--- src/rtl/alu_pkg.sv ---
// Shared definitions for the pipelined ALU: opcode encodings, FSM state
// encoding and bit positions inside the registered flag vector.
package alu_pkg;

  localparam logic [2:0] OP_ADD  = 3'b000;
  localparam logic [2:0] OP_SUB  = 3'b001;
  localparam logic [2:0] OP_AND  = 3'b010;
  localparam logic [2:0] OP_OR   = 3'b011;
  localparam logic [2:0] OP_XOR  = 3'b100;
  localparam logic [2:0] OP_SLL  = 3'b101;
  localparam logic [2:0] OP_SRL  = 3'b110;
  localparam logic [2:0] OP_PASS = 3'b111;

  typedef enum logic {
    ST_IDLE  = 1'b0,
    ST_SHIFT = 1'b1
  } state_t;

  localparam int FLG_Z = 0;
  localparam int FLG_C = 1;
  localparam int FLG_N = 2;
  localparam int FLG_V = 3;

endpackage

--- src/rtl/alu_core.sv ---
// Combinational datapath for the single-cycle ALU operations.
// Produces result, carry/borrow and signed overflow. Shift opcodes fall
// through to "result = a, carry = 0", which is exactly the amount-0 shift.
// Optional macro ALU_SAT_EN: unsigned saturation of ADD/SUB results.
module alu_core
  import alu_pkg::*;
#(
  parameter int WIDTH = 8
) (
  input  logic [WIDTH-1:0] a,
  input  logic [WIDTH-1:0] b,
  input  logic [2:0]       opcode,
  output logic [WIDTH-1:0] res,
  output logic             carry,
  output logic             ovf
);

  logic [WIDTH:0]          sum_ext;
  logic [WIDTH:0]          dif_ext;
  logic signed [WIDTH-1:0] a_s;
  logic signed [WIDTH-1:0] b_s;
  logic signed [WIDTH-1:0] sum_s;
  logic signed [WIDTH-1:0] dif_s;
  logic                    ovf_add;
  logic                    ovf_sub;

  assign sum_ext = {1'b0, a} + {1'b0, b};
  assign dif_ext = {1'b0, a} - {1'b0, b};
  assign a_s     = $signed(a);
  assign b_s     = $signed(b);
  assign sum_s   = $signed(sum_ext[WIDTH-1:0]);
  assign dif_s   = $signed(dif_ext[WIDTH-1:0]);

  // Two's-complement overflow: operands agree (ADD) or differ (SUB) in sign
  // and the result sign differs from a.
  assign ovf_add = ((a_s < 0) == (b_s < 0)) && ((sum_s < 0) != (a_s < 0));
  assign ovf_sub = ((a_s < 0) != (b_s < 0)) && ((dif_s < 0) != (a_s < 0));

`ifdef ALU_SAT_EN
  // Clamp to all ones on unsigned carry-out.
  function automatic logic [WIDTH-1:0] sat_add(input logic [WIDTH:0] s);
    return s[WIDTH] ? '1 : s[WIDTH-1:0];
  endfunction

  // Clamp to zero on unsigned borrow.
  function automatic logic [WIDTH-1:0] sat_sub(input logic [WIDTH:0] d);
    return d[WIDTH] ? '0 : d[WIDTH-1:0];
  endfunction
`endif

  // Operation select; carry always reports the raw carry/borrow.
  always_comb begin
    res   = a;
    carry = 1'b0;
    ovf   = 1'b0;
    case (opcode)
      OP_ADD: begin
`ifdef ALU_SAT_EN
        res = sat_add(sum_ext);
`else
        res = sum_ext[WIDTH-1:0];
`endif
        carry = sum_ext[WIDTH];
        ovf   = ovf_add;
      end
      OP_SUB: begin
`ifdef ALU_SAT_EN
        res = sat_sub(dif_ext);
`else
        res = dif_ext[WIDTH-1:0];
`endif
        carry = dif_ext[WIDTH];
        ovf   = ovf_sub;
      end
      OP_AND:  res = a & b;
      OP_OR:   res = a | b;
      OP_XOR:  res = a ^ b;
      OP_PASS: res = a;
      default: res = a;
    endcase
  end

endmodule

--- src/rtl/alu_pipe.sv ---
// Pipelined ALU with valid/ready handshake and a one-entry output register.
// Single-cycle ops complete with latency 1; SLL/SRL iterate one bit per
// cycle under a two-state FSM and complete N+1 cycles after accept.
// Optional macro ALU_SAT_EN (handled in alu_core): saturating ADD/SUB.
module alu_pipe
  import alu_pkg::*;
#(
  parameter  int WIDTH = 8,
  localparam int SHW   = $clog2(WIDTH)
) (
  input  logic             clk,
  input  logic             rst,
  input  logic             in_valid,
  output logic             in_ready,
  input  logic [WIDTH-1:0] a,
  input  logic [WIDTH-1:0] b,
  input  logic [2:0]       opcode,
  output logic             out_valid,
  input  logic             out_ready,
  output logic [WIDTH-1:0] result,
  output logic             zero_flag,
  output logic             carry_flag,
  output logic             neg_flag,
  output logic             ovf_flag
);

  state_t           state_p1;
  logic [WIDTH-1:0] sh_val_p1;
  logic [SHW-1:0]   sh_cnt_p1;
  logic             sh_left_p1;
  logic             vld_p1;
  logic [WIDTH-1:0] result_p1;
  logic [3:0]       flags_p1;

  logic [WIDTH-1:0] core_res;
  logic             core_carry;
  logic             core_ovf;
  logic [SHW-1:0]   amt;
  logic             is_shift;
  logic             accept;
  logic             start_shift;
  logic             load_now;
  logic             shift_last;
  logic [WIDTH-1:0] sh_next;
  logic             sh_bit;
  logic [WIDTH-1:0] ld_res;
  logic             ld_carry;
  logic             ld_ovf;

  alu_core #(.WIDTH(WIDTH)) u_core (
    .a      (a),
    .b      (b),
    .opcode (opcode),
    .res    (core_res),
    .carry  (core_carry),
    .ovf    (core_ovf)
  );

  assign amt         = b[SHW-1:0];
  assign is_shift    = (opcode == OP_SLL) || (opcode == OP_SRL);
  assign in_ready    = !rst && (state_p1 == ST_IDLE) && (!vld_p1 || out_ready);
  assign accept      = in_valid && in_ready;
  assign start_shift = accept && is_shift && (amt != '0);
  assign load_now    = accept && !start_shift;
  assign shift_last  = (state_p1 == ST_SHIFT) && (sh_cnt_p1 == SHW'(1));

  // One-bit shift step and the bit it pushes out.
  always_comb begin
    if (sh_left_p1) begin
      sh_next = {sh_val_p1[WIDTH-2:0], 1'b0};
      sh_bit  = sh_val_p1[WIDTH-1];
    end else begin
      sh_next = {1'b0, sh_val_p1[WIDTH-1:1]};
      sh_bit  = sh_val_p1[0];
    end
  end

  // Select what the output register captures: final shift step or core result.
  always_comb begin
    ld_res   = core_res;
    ld_carry = core_carry;
    ld_ovf   = core_ovf;
    if (shift_last) begin
      ld_res   = sh_next;
      ld_carry = sh_bit;
      ld_ovf   = 1'b0;
    end
  end

  // ---- stage p1: FSM ----
  // Control FSM: IDLE accepts work, SHIFT runs the iterative shifter.
  always_ff @(posedge clk) begin
    if (rst) begin
      state_p1 <= ST_IDLE;
    end else begin
      case (state_p1)
        ST_IDLE:  if (start_shift) state_p1 <= ST_SHIFT;
        ST_SHIFT: if (shift_last)  state_p1 <= ST_IDLE;
        default:  state_p1 <= ST_IDLE;
      endcase
    end
  end

  // Shifter working registers; only meaningful while state is SHIFT.
  always_ff @(posedge clk) begin
    if (accept) begin
      sh_val_p1  <= a;
      sh_cnt_p1  <= amt;
      sh_left_p1 <= (opcode == OP_SLL);
    end else if (state_p1 == ST_SHIFT) begin
      sh_val_p1 <= sh_next;
      sh_cnt_p1 <= sh_cnt_p1 - SHW'(1);
    end
  end

  // ---- stage p1: output register ----
  // One-entry output buffer: load on completion, hold under backpressure.
  always_ff @(posedge clk) begin
    if (rst) begin
      vld_p1    <= 1'b0;
      result_p1 <= '0;
      flags_p1  <= '0;
    end else if (load_now || shift_last) begin
      vld_p1          <= 1'b1;
      result_p1       <= ld_res;
      flags_p1[FLG_Z] <= (ld_res == '0);
      flags_p1[FLG_C] <= ld_carry;
      flags_p1[FLG_N] <= ld_res[WIDTH-1];
      flags_p1[FLG_V] <= ld_ovf;
    end else if (out_ready) begin
      vld_p1 <= 1'b0;
    end
  end

  assign out_valid  = vld_p1;
  assign result     = result_p1;
  assign zero_flag  = flags_p1[FLG_Z];
  assign carry_flag = flags_p1[FLG_C];
  assign neg_flag   = flags_p1[FLG_N];
  assign ovf_flag   = flags_p1[FLG_V];

endmodule

--- config.mk ---
export PLATFORM = sky130hd
export DESIGN_NAME = alu_pipe
export DESIGN_NICKNAME = d
export VERILOG_FILES = /design/src/rtl/alu_pkg.sv /design/src/rtl/alu_core.sv /design/src/rtl/alu_pipe.sv
export SDC_FILE = /design/constraint.sdc
export NUM_CORES = 1
export LEC_CHECK = 0
export CORE_MARGIN = 2
export CORE_UTILIZATION = 57
export DETAILED_ROUTE_END_ITERATION = 16
export PLACE_DENSITY = 0.83
export SLEW_MARGIN = 20
export SYNTH_ARGS = -nofsm -noshare
export SYNTH_HDL_FRONTEND = slang
export SYNTH_SLANG_ARGS = --single-unit
--- constraint.sdc ---
create_clock -name clk -period 5.3 [get_ports clk]
set_input_delay 1.06 -clock clk [delete_from_list [all_inputs] [get_ports clk]]
set_output_delay 1.06 -clock clk [all_outputs]
set_load 0.01 [all_outputs]
; ---- Yosys cells after proc, flatten, opt, wreduce, memory -nomap -nowiden
; Index checks and enable logic that the tools add are counted.
[word_totals]
regBits = 26
input_bits = 23
output_inout_bits = 14
elab_cells = 66
[classes]
n_addsub = 3
magnitude_cmp = 4
n_eq_ne = 11
n_mux = 17
bitwise = 4
n_reduce_logical = 20
[ops]
columns = cell, count
row1 = 8-bit case mux with 5 select lines, 1
row2 = 8-bit by 1-bit < comparator with 1-bit output (second input constant), 4
row3 = 8-bit 2-to-1 mux, 4
row4 = 8-bit by 8-bit adder with 9-bit output, 1
row5 = 3-bit == test (second input constant), 3
row6 = 1-bit logical AND, 9
row7 = 8-bit by 8-bit subtractor with 9-bit output, 1
row8 = 8-bit AND, 1
row9 = 8-bit logical NOT, 1
row10 = 8-bit bitwise OR, 1
row11 = 8-bit bitwise XOR, 1
row12 = 1-bit 2-to-1 mux, 7
row13 = 3-bit by 1-bit == test with 1-bit output (second input constant), 2
row14 = 3-bit by 2-bit == test with 1-bit output (second input constant), 2
row15 = 3-bit 2-to-1 mux, 2
row16 = 1-bit case mux with 2 select lines, 3
row17 = 2-bit nonzero test, 2
row18 = 1-bit logical NOT, 3
row19 = 3-bit logical NOT, 1
row20 = 1-bit logical OR, 3
row21 = 1-bit != test, 3
row22 = 3-bit nonzero test, 1
row23 = 3-bit by 1-bit subtractor with 3-bit output (second input constant), 1
row24 = 1-bit == test, 1
row25 = 1-bit NOT, 1

; ---- Longest topological paths before layout
; Gate-level depths: netlist (run 1).
[depth]
word_depth = 10
depth_mapped = 11
mapped_depth_nobuf = 10

; ---- Cells and area by module
; A second synthesis (run 1) with hierarchy kept.
[unflattened]
cells_unflattened = 343
hier_area_um2 = 2658.8
[by_module_without_submodules]
columns = mod, instances, cells_each, area_per_inst_um2, seq_area_each_um2
row1 = alu_pipe, 1, 150, 1368.8, 620.6
row2 = alu_core, 1, 193, 1290.0, 0.0

; ---- Least setup slack after synthesis (run 1)
; Ideal clock, no wire load.
[synth_path]
path_type = input-to-reg
from = input port a[0]
to = register result_p1[6] (netlist: result[6])
setup_time_ps = 58
t_arrival_ps = 3174
t_required_ps = 5242
path_slack_ps = 2068
path_stages = 9
path_buffers = 0
path_cell_list = ha_1 > fa_1 > a211o_1 > and3_1 > or4_1 > a41oi_1 > o211ai_1 > mux2i_1 > and2b_1
[synth_via]
elab_chain_cells = 3
word_cells_on_any_way = 4
classes_between = 2 x add/sub / 2 x mux
[synth_lines]
columns = item, line
row1 = start: declaration, alu_pipe.sv:15  ; input logic [WIDTH-1:0] a,
row2 = 8-bit by 8-bit subtractor with 9-bit output or 8-bit by 8-bit adder with 9-bit output (tied branches), "alu_core.sv:28, alu_core.sv:27"
row3 = 8-bit case mux with 5 select lines (*), alu_core.sv:56  ; case (opcode)
row4 = 8-bit 2-to-1 mux (*), alu_pipe.sv:83  ; if (shift_last) begin
row5 = end signal: assignment, alu_pipe.sv:125  ; result_p1 <= ld_res;
row6 = end: declaration, alu_pipe.sv:32  ; logic [WIDTH-1:0] result_p1;
; Mark *: on every way between the ends. The rest lies on a longest branch, timed or not.
; A chain may end at the register's enable or synchronous reset.

; ---- Final worst setup path (run 1)
[layout_path]
from = input port b[0]
to = register result_p1[6] (netlist: result[6])
[layout_via]
elab_chain_cells = 5
word_cells_on_any_way = 9
classes_between = 2 x add/sub / 2 x mux / 5 x reduce/logical
[layout_lines]
columns = item, line
row1 = start: declaration, alu_pipe.sv:16  ; input logic [WIDTH-1:0] b,
row2 = branches (longest 5 deep; another with 8-bit by 8-bit subtractor with 9-bit output), --
; Parallel ways; which one is timed is not known.

==> metrics.cfg, run 1 <==
[status]
status = finished, final reports clean

[clocking]
hold_buffers = 0
htreeDepth = 1
post_cts_buffers = 0
cts_sinks = 25
root_buffer = clkbuf_8
insertion_delay_ps = 280
clock_path_buffers = 2
cts_tree = built
cts.repair.resized = 0
clkTransAtPathRegs_ps = 80
cts_buffers = 3

[logic_synthesis]
synth_seq_area_share = 0.2404
synth_area_leaders = edfxtp_1 (14%), ha_1 (13%), dfxtp_1 (10%), a21oi_1 (6.0%), nor2_1 (4.7%)
synth_edf_count = 12
synth_most_common_cell = nor2_1
synth_top_cell_area_share = 0.1396
avgSynthCellArea_um2 = 7.822
syn-cell-area_um2 = 2581
synth_top_area_cell = edfxtp_1
yosysUniqueCellTypes = 62
synth_top_flop_cell = dfxtp_1
synthArstFlopShare = 0
syn_nets = 381
yosys_warnings = 0
yosys_register_bits = 25
synthCells = 330
synthTopCellsByCount = nor2_1 (32), a21oi_1 (31), ha_1 (26), inv_1 (26), nand2_1 (25)

[layout]
design_area_um2 = 2953
drive_gt1_frac = 0.03152
instances_no_fill = 401
num-fill-cells = 361
fin_util = 0.6782
regArea_um2 = 620.6
diodes = 0
multi_input_area_um2 = 1737
fin_nets = 401
syn2layout_area_growth_pct = 14.40

[worst_hold_path]
hp-class = flip-flop to flip-flop
min_path_cells = 2

[pwr]
power.total_uw = 561.8
p_leak_nw = 1.209
ir_drop_v = 0.0001042
pwr_density_cell_nw_per_um2 = 190.3

[worst_setup_path]
crit_path_end = result[6]$_SDFFE_PP0P_
rrSetupSlack_ps = 2840
r2r-end = result[6]$_SDFFE_PP0P_
reg2reg_depth = 8
arrival_ps = 3980
rr_startpoint = out_valid$_SDFFE_PP0P_
crit_type = primary input to flip-flop
end_kind = flip-flop
required_ps = 5520
startpoint = b[0]
cp_max_fo = 4
start_kind = primary input

[global_routing]
gr-total-overflow = 0
grt_pass1_vias = 2350
antenna_found_initial = 0
grt_pass1_wl_mm = 11.07
grtUsageTotal = 0.2686
grt_max_degree = 22

[timing]
fin_crit_ps = 3756
slew_headroom = 0.4924
hold_viol_final = 0
rsz0062_at_grt = false
setup_tns_ps = 0
slew_violations = 0
min_period_over_period = 0.7087
max_freq_mhz = 266.2
fin_worst_skew_ps = 7.759
setup_viol = 0
worst_slew_pin_slew_ps = 759.1

[route]
totalWireLength_mm = 6.566
first_iter_violations = 246
first_pass_iters = 6
routedWlPerCell_um = 16.37
drc = 0
detail-route-antenna-nets = 0
vias_per_cell = 6.339
vias = 2542

[placed_design]
gp_congestion = 0.9102
dp_cells = 397
io_buffers = 36
dp_hpwl_mm = 5.036
dpl_cell_area_um2 = 2908

[job]
maxCapViolations = 0

[die]
start_util = 0.5928
coreArea_um2 = 4354
io_pins = 37
dieHeight_um = 71.30
dieArea_um2 = 5083
die_w_um = 71.30
rows = 24

-- layout make-up --
class,count,share of cell area
flip-flops and latches,25,0.2102
clock buffers,4,0.01525
inverters,27,0.03475
repair buffers,39,0.1297
multi-input cells,254,0.5881
well taps,52,0.02203
-- power by group --
part / internal, mW / leakage (nW) / switching (mW)
clock network: 0.0540 / 0.0228 / 0.0640
registers: 0.219 / 0.219 / 0.00879
logic: 0.0953 / 0.967 / 0.121
total: 0.368 / 1.21 / 0.194
-- layout by cell type (no fill, tap or decap), drive strengths merged, types with 3 or more instances in the layout --
cell           count
mux2               4
nand2b             6
a21oi             31
clkdlybuf4s50     36
xor2               3
nor2b              5
nor2              32
nor3               9
mux2i              6
o2111ai            3
nand4              3
nand2             25
inv               26
buf                3
nor3b              5
or4                3
ha                26
o21a               5
o22a               5
o21ai             18
clkbuf             4
o22ai              5
a211oi             5
a31oi              5
nand3              6
xnor2              6
edfxtp            12
dfxtp             13
-- worst min-delay path by stage --
stage                             startpoint                       end  slack [ps]
finish                result[3]$_SDFFE_PP0P_    result[3]$_SDFFE_PP0P_         480
global route        flags_p1[3]$_SDFFE_PP0P_  flags_p1[3]$_SDFFE_PP0P_         530
CTS                   result[3]$_SDFFE_PP0P_    result[3]$_SDFFE_PP0P_         480
detailed placement    result[3]$_SDFFE_PP0P_    result[3]$_SDFFE_PP0P_         470
global placement      result[3]$_SDFFE_PP0P_    result[3]$_SDFFE_PP0P_         460
floorplan             result[3]$_SDFFE_PP0P_    result[3]$_SDFFE_PP0P_         490
-- cells by family (layout without fill, tap and decap cells) --
group                    Yosys count  after routing  synth area share
AO/OA/AOI/OAI                    102            102            0.2579
flip-flops                        25             25            0.2404
adder cells (fa/ha/maj)           28             28            0.1415
XOR/XNOR                           9              9           0.03054
multiplexers                      10             10           0.04072
buffers and inverters             51             70           0.08676
AND/OR/NAND/NOR                  105            105            0.2021
-- critical path, stage by stage --
cell             delay [ps]
clkdlybuf4s50_1         480
ha_1                    250
fa_1                    420
a211o_1                 330
and3_1                  200
or4_1                   470
a41oi_1                 200
o211ai_1                190
mux2i_1                 230
and2b_1                 150
-- metrics by stage --
| step | worst slack [ps] | hold slack, ps |
|---|---|---|
| finish | 1544 | 482.5 |
| global route | 1389 | 528.9 |
| CTS | 1567 | 477.6 |
| detailed placement | 1384 | 465.4 |
| global placement | 1462 | 464.9 |
| floorplan | 2068 | 487.9 |
-- flip-flops by register name (all words and copies together), names as in the netlist --
name / count
flags_p1: 4
sh_left_p1: 1
state_p1: 1
sh_val_p1: 8
sh_cnt_p1: 3
out_valid: 1
result: 7
-- routing by layer --
| metal | track usage | share of wire | vias up |
|---|---|---|---|
| met3 | 0.02391 | 0.074 | 15 |
| met4 | 0.09434 | 0.024 | 0 |
| met5 | 0 | 0 | - |
| li1 | - | - | 1221 |
| met2 | 0.4516 | 0.48 | 139 |
| met1 | 0.3627 | 0.42 | 1167 |
(Power assumes the default switching activity.)
==> run 2, diff against run 1 <==
--- a/config.mk
+++ b/config.mk
@@ -6,9 +6,9 @@
 export NUM_CORES = 1
 export LEC_CHECK = 0
 export CORE_MARGIN = 2
-export CORE_UTILIZATION = 57
+export CORE_UTILIZATION = 56
 export DETAILED_ROUTE_END_ITERATION = 16
-export PLACE_DENSITY = 0.83
+export PLACE_DENSITY = 0.82
 export SLEW_MARGIN = 20
 export SYNTH_ARGS = -nofsm -noshare
 export SYNTH_HDL_FRONTEND = slang
==> constraint.sdc (replaced) <==
create_clock -name clk -period 3.5 [get_ports clk]
set_input_delay 0.7 -clock clk [delete_from_list [all_inputs] [get_ports clk]]
set_output_delay 0.7 -clock clk [all_outputs]
set_load 0.01 [all_outputs]
==> run 2 against run 1 <==
Clock skew up 1.2 ps. Non-clock buffer count is 16 higher. Clock power up 52%. Critical path type unchanged. Largest cell class unchanged.
==> metrics.cfg, run 2 (synthesis results as in run 1) <==
[clocking]
post_cts_buffers = 0  ; unchanged
cts_buffers = 3  ; unchanged
clock_path_buffers = 2  ; unchanged
cts.repair.resized = 0  ; unchanged
cts_tree = built  ; unchanged
cts_sinks = 25  ; unchanged
hold_buffers = 0  ; unchanged
htreeDepth = 1  ; unchanged
insertion_delay_ps = 280  ; about the same
clkTransAtPathRegs_ps = 90  ; was 80 ps
root_buffer = clkbuf_8  ; unchanged

[route]
drc = 0  ; unchanged
detail-route-antenna-nets = 0  ; unchanged
totalWireLength_mm = 6.691  ; was 6.566 mm
routedWlPerCell_um = 16.05  ; was 16.37 um
first_pass_iters = 5  ; was 6
vias = 2581  ; was 2542
vias_per_cell = 6.189  ; was 6.339
first_iter_violations = 229  ; was 246

[layout]
regMostFlops = sh_val_p1  ; unchanged
fin_nets = 417  ; was 401
diodes = 0  ; unchanged
largest_register_ff_count = 8  ; unchanged
drive_gt1_frac = 0.07671  ; was 0.03152
mostFrequentLayoutCells = clkdlybuf4s50_1 (36), nor2_1 (32), a21oi_1 (31)  ; unchanged
fin_util = 0.7015  ; was 0.6782
syn2layout_area_growth_pct = 19.15  ; was 14.40%
num-fill-cells = 368  ; was 361
layout_commonest_cell = clkdlybuf4s50_1  ; unchanged

[worst_setup_path]
start_kind = primary input  ; unchanged
crit_type = primary input to flip-flop  ; unchanged
cp_max_fo = 4  ; unchanged
end_kind = flip-flop  ; unchanged
crit_chain = clkdlybuf4s50_1, ha_1, fa_1, a211o_1, and3_1, or4_1, a41oi_1, o211ai_1, mux2i_1, and2b_1  ; unchanged
slowest_stage = or4_1  ; was clkdlybuf4s50_1
max_stage_delay_ps = 470  ; was 480 ps
required_ps = 3730  ; was 5520 ps
arrival_ps = 3450  ; was 3980 ps
rrSetupSlack_ps = 1210  ; was 2840 ps

[global_routing]
grtUsageTotal = 0.2766  ; was 0.2686
grt_max_degree = 19  ; was 22
grt_pass1_vias = 2494  ; was 2350
antenna_found_initial = 0  ; unchanged
grt_pass1_wl_mm = 11.43  ; was 11.07 mm
gr-total-overflow = 0  ; unchanged

[timing]
worst_slew_pin_slew_ps = 647.7  ; was 759.1 ps
fin_crit_ps = 3218
min_period_over_period = 0.9193
rsz0062_at_grt = false  ; unchanged
fin_hold_ws_ps = 470.6  ; was 482.5 ps
fin_worst_skew_ps = 8.994  ; was 7.759 ps
hold_viol_final = 0  ; unchanged
slew_headroom = 0.5669  ; was 0.4924
setup_viol = 0  ; unchanged
max_freq_mhz = 310.8
slew_violations = 0  ; unchanged

[die]
start_util = 0.5888  ; was 0.5928
coreArea_um2 = 4384  ; was 4354 um^2
die_w_um = 71.89  ; was 71.30 um
io_pins = 37  ; unchanged
rows = 24  ; unchanged
dieArea_um2 = 5168  ; was 5083 um^2
dieHeight_um = 71.89  ; was 71.30 um

[pwr]
pwr_density_cell_nw_per_um2 = 281.6  ; was 190.3 nW/um^2
ir_drop_v = 0.0001790  ; was 0.0001042 V
power.total_uw = 866.1  ; was 561.8 uW
p_leak_nw = 1.288  ; was 1.209 nW

[worst_hold_path]
hp-class = flip-flop to flip-flop  ; unchanged

[placed_design]
dp_hpwl_mm = 5.239  ; was 5.036 mm
io_buffers = 36  ; unchanged
gp_congestion = 0.9174  ; was 0.9102

[job]
maxCapViolations = 0  ; unchanged

[status]
status = finished, final reports clean  ; unchanged

==> run 2: cell count changes in the layout (fill, tap and decap cells not counted) <==
cell / before / now
clkbuf_1: 1 / 0
inv_4: 0 / 1
buf_4: 3 / 19
==> run 2: cell type report <==
| type | instances | area (um^2) | share of cell area |
|---|---|---|---|
| clock inverters | 1 | 6.256 | 0.002034 |
| well taps | 52 | 65.06 | 0.02116 |
| clock buffers | 3 | 41.29 | 0.01343 |
| repair buffers | 55 | 503.0 | 0.1635 |
| flip-flops and latches | 25 | 620.6 | 0.2018 |
| inverters | 27 | 102.6 | 0.03336 |
| multi-input cells | 254 | 1737 | 0.5647 |
==> run 2: per-layer routing <==
metal	up-vias	wire, um	part of all wire	global-route usage
met5	-	0	0	0
met4	0	159	0.024	0.1069
met3	15	514	0.077	0.02500
met2	108	3164	0.47	0.4743
met1	1209	2853	0.43	0.3620
li1	1249	-	-	-
==> run 2: path summary, 6_finish.rpt <==
kind | cells past startpoint | to | from
setup / recovery | 10 | result[6]$_SDFFE_PP0P_ | a[0]
hold / removal | 2 | result[3]$_SDFFE_PP0P_ | result[3]$_SDFFE_PP0P_
setup reg to reg | 8 | flags_p1[0]$_SDFFE_PP0P_ | sh_cnt_p1[1]$_DFFE_PP_
hold reg to reg | 2 | result[3]$_SDFFE_PP0P_ | result[3]$_SDFFE_PP0P_
==> run 2: critical path: cells and delay by family <==
family          cells  cell delay, ps
simple gates        3             820
compound gates      3             650
buf+inv             1             430
fa+ha+maj           2             680
mux                 1             150
==> run 2: where the power goes <==
group	switching [mW]	internal (mW)
Clock	0.0972	0.0816
Combinational	0.185	0.158
Sequential	0.0128	0.332
==> run 2: per-stage QoR <==
step	setup slack, ps	cell area [um^2]	cells	TNS [ps]
after floorplan	627.8	2581	330	0
after global placement	66.61	3028	413	0
after detailed placement	-9.813	3028	413	-9.813
after CTS	273.1	3075	417	0
after global routing	115.6	3075	417	0
final	282.3	3075	417	0
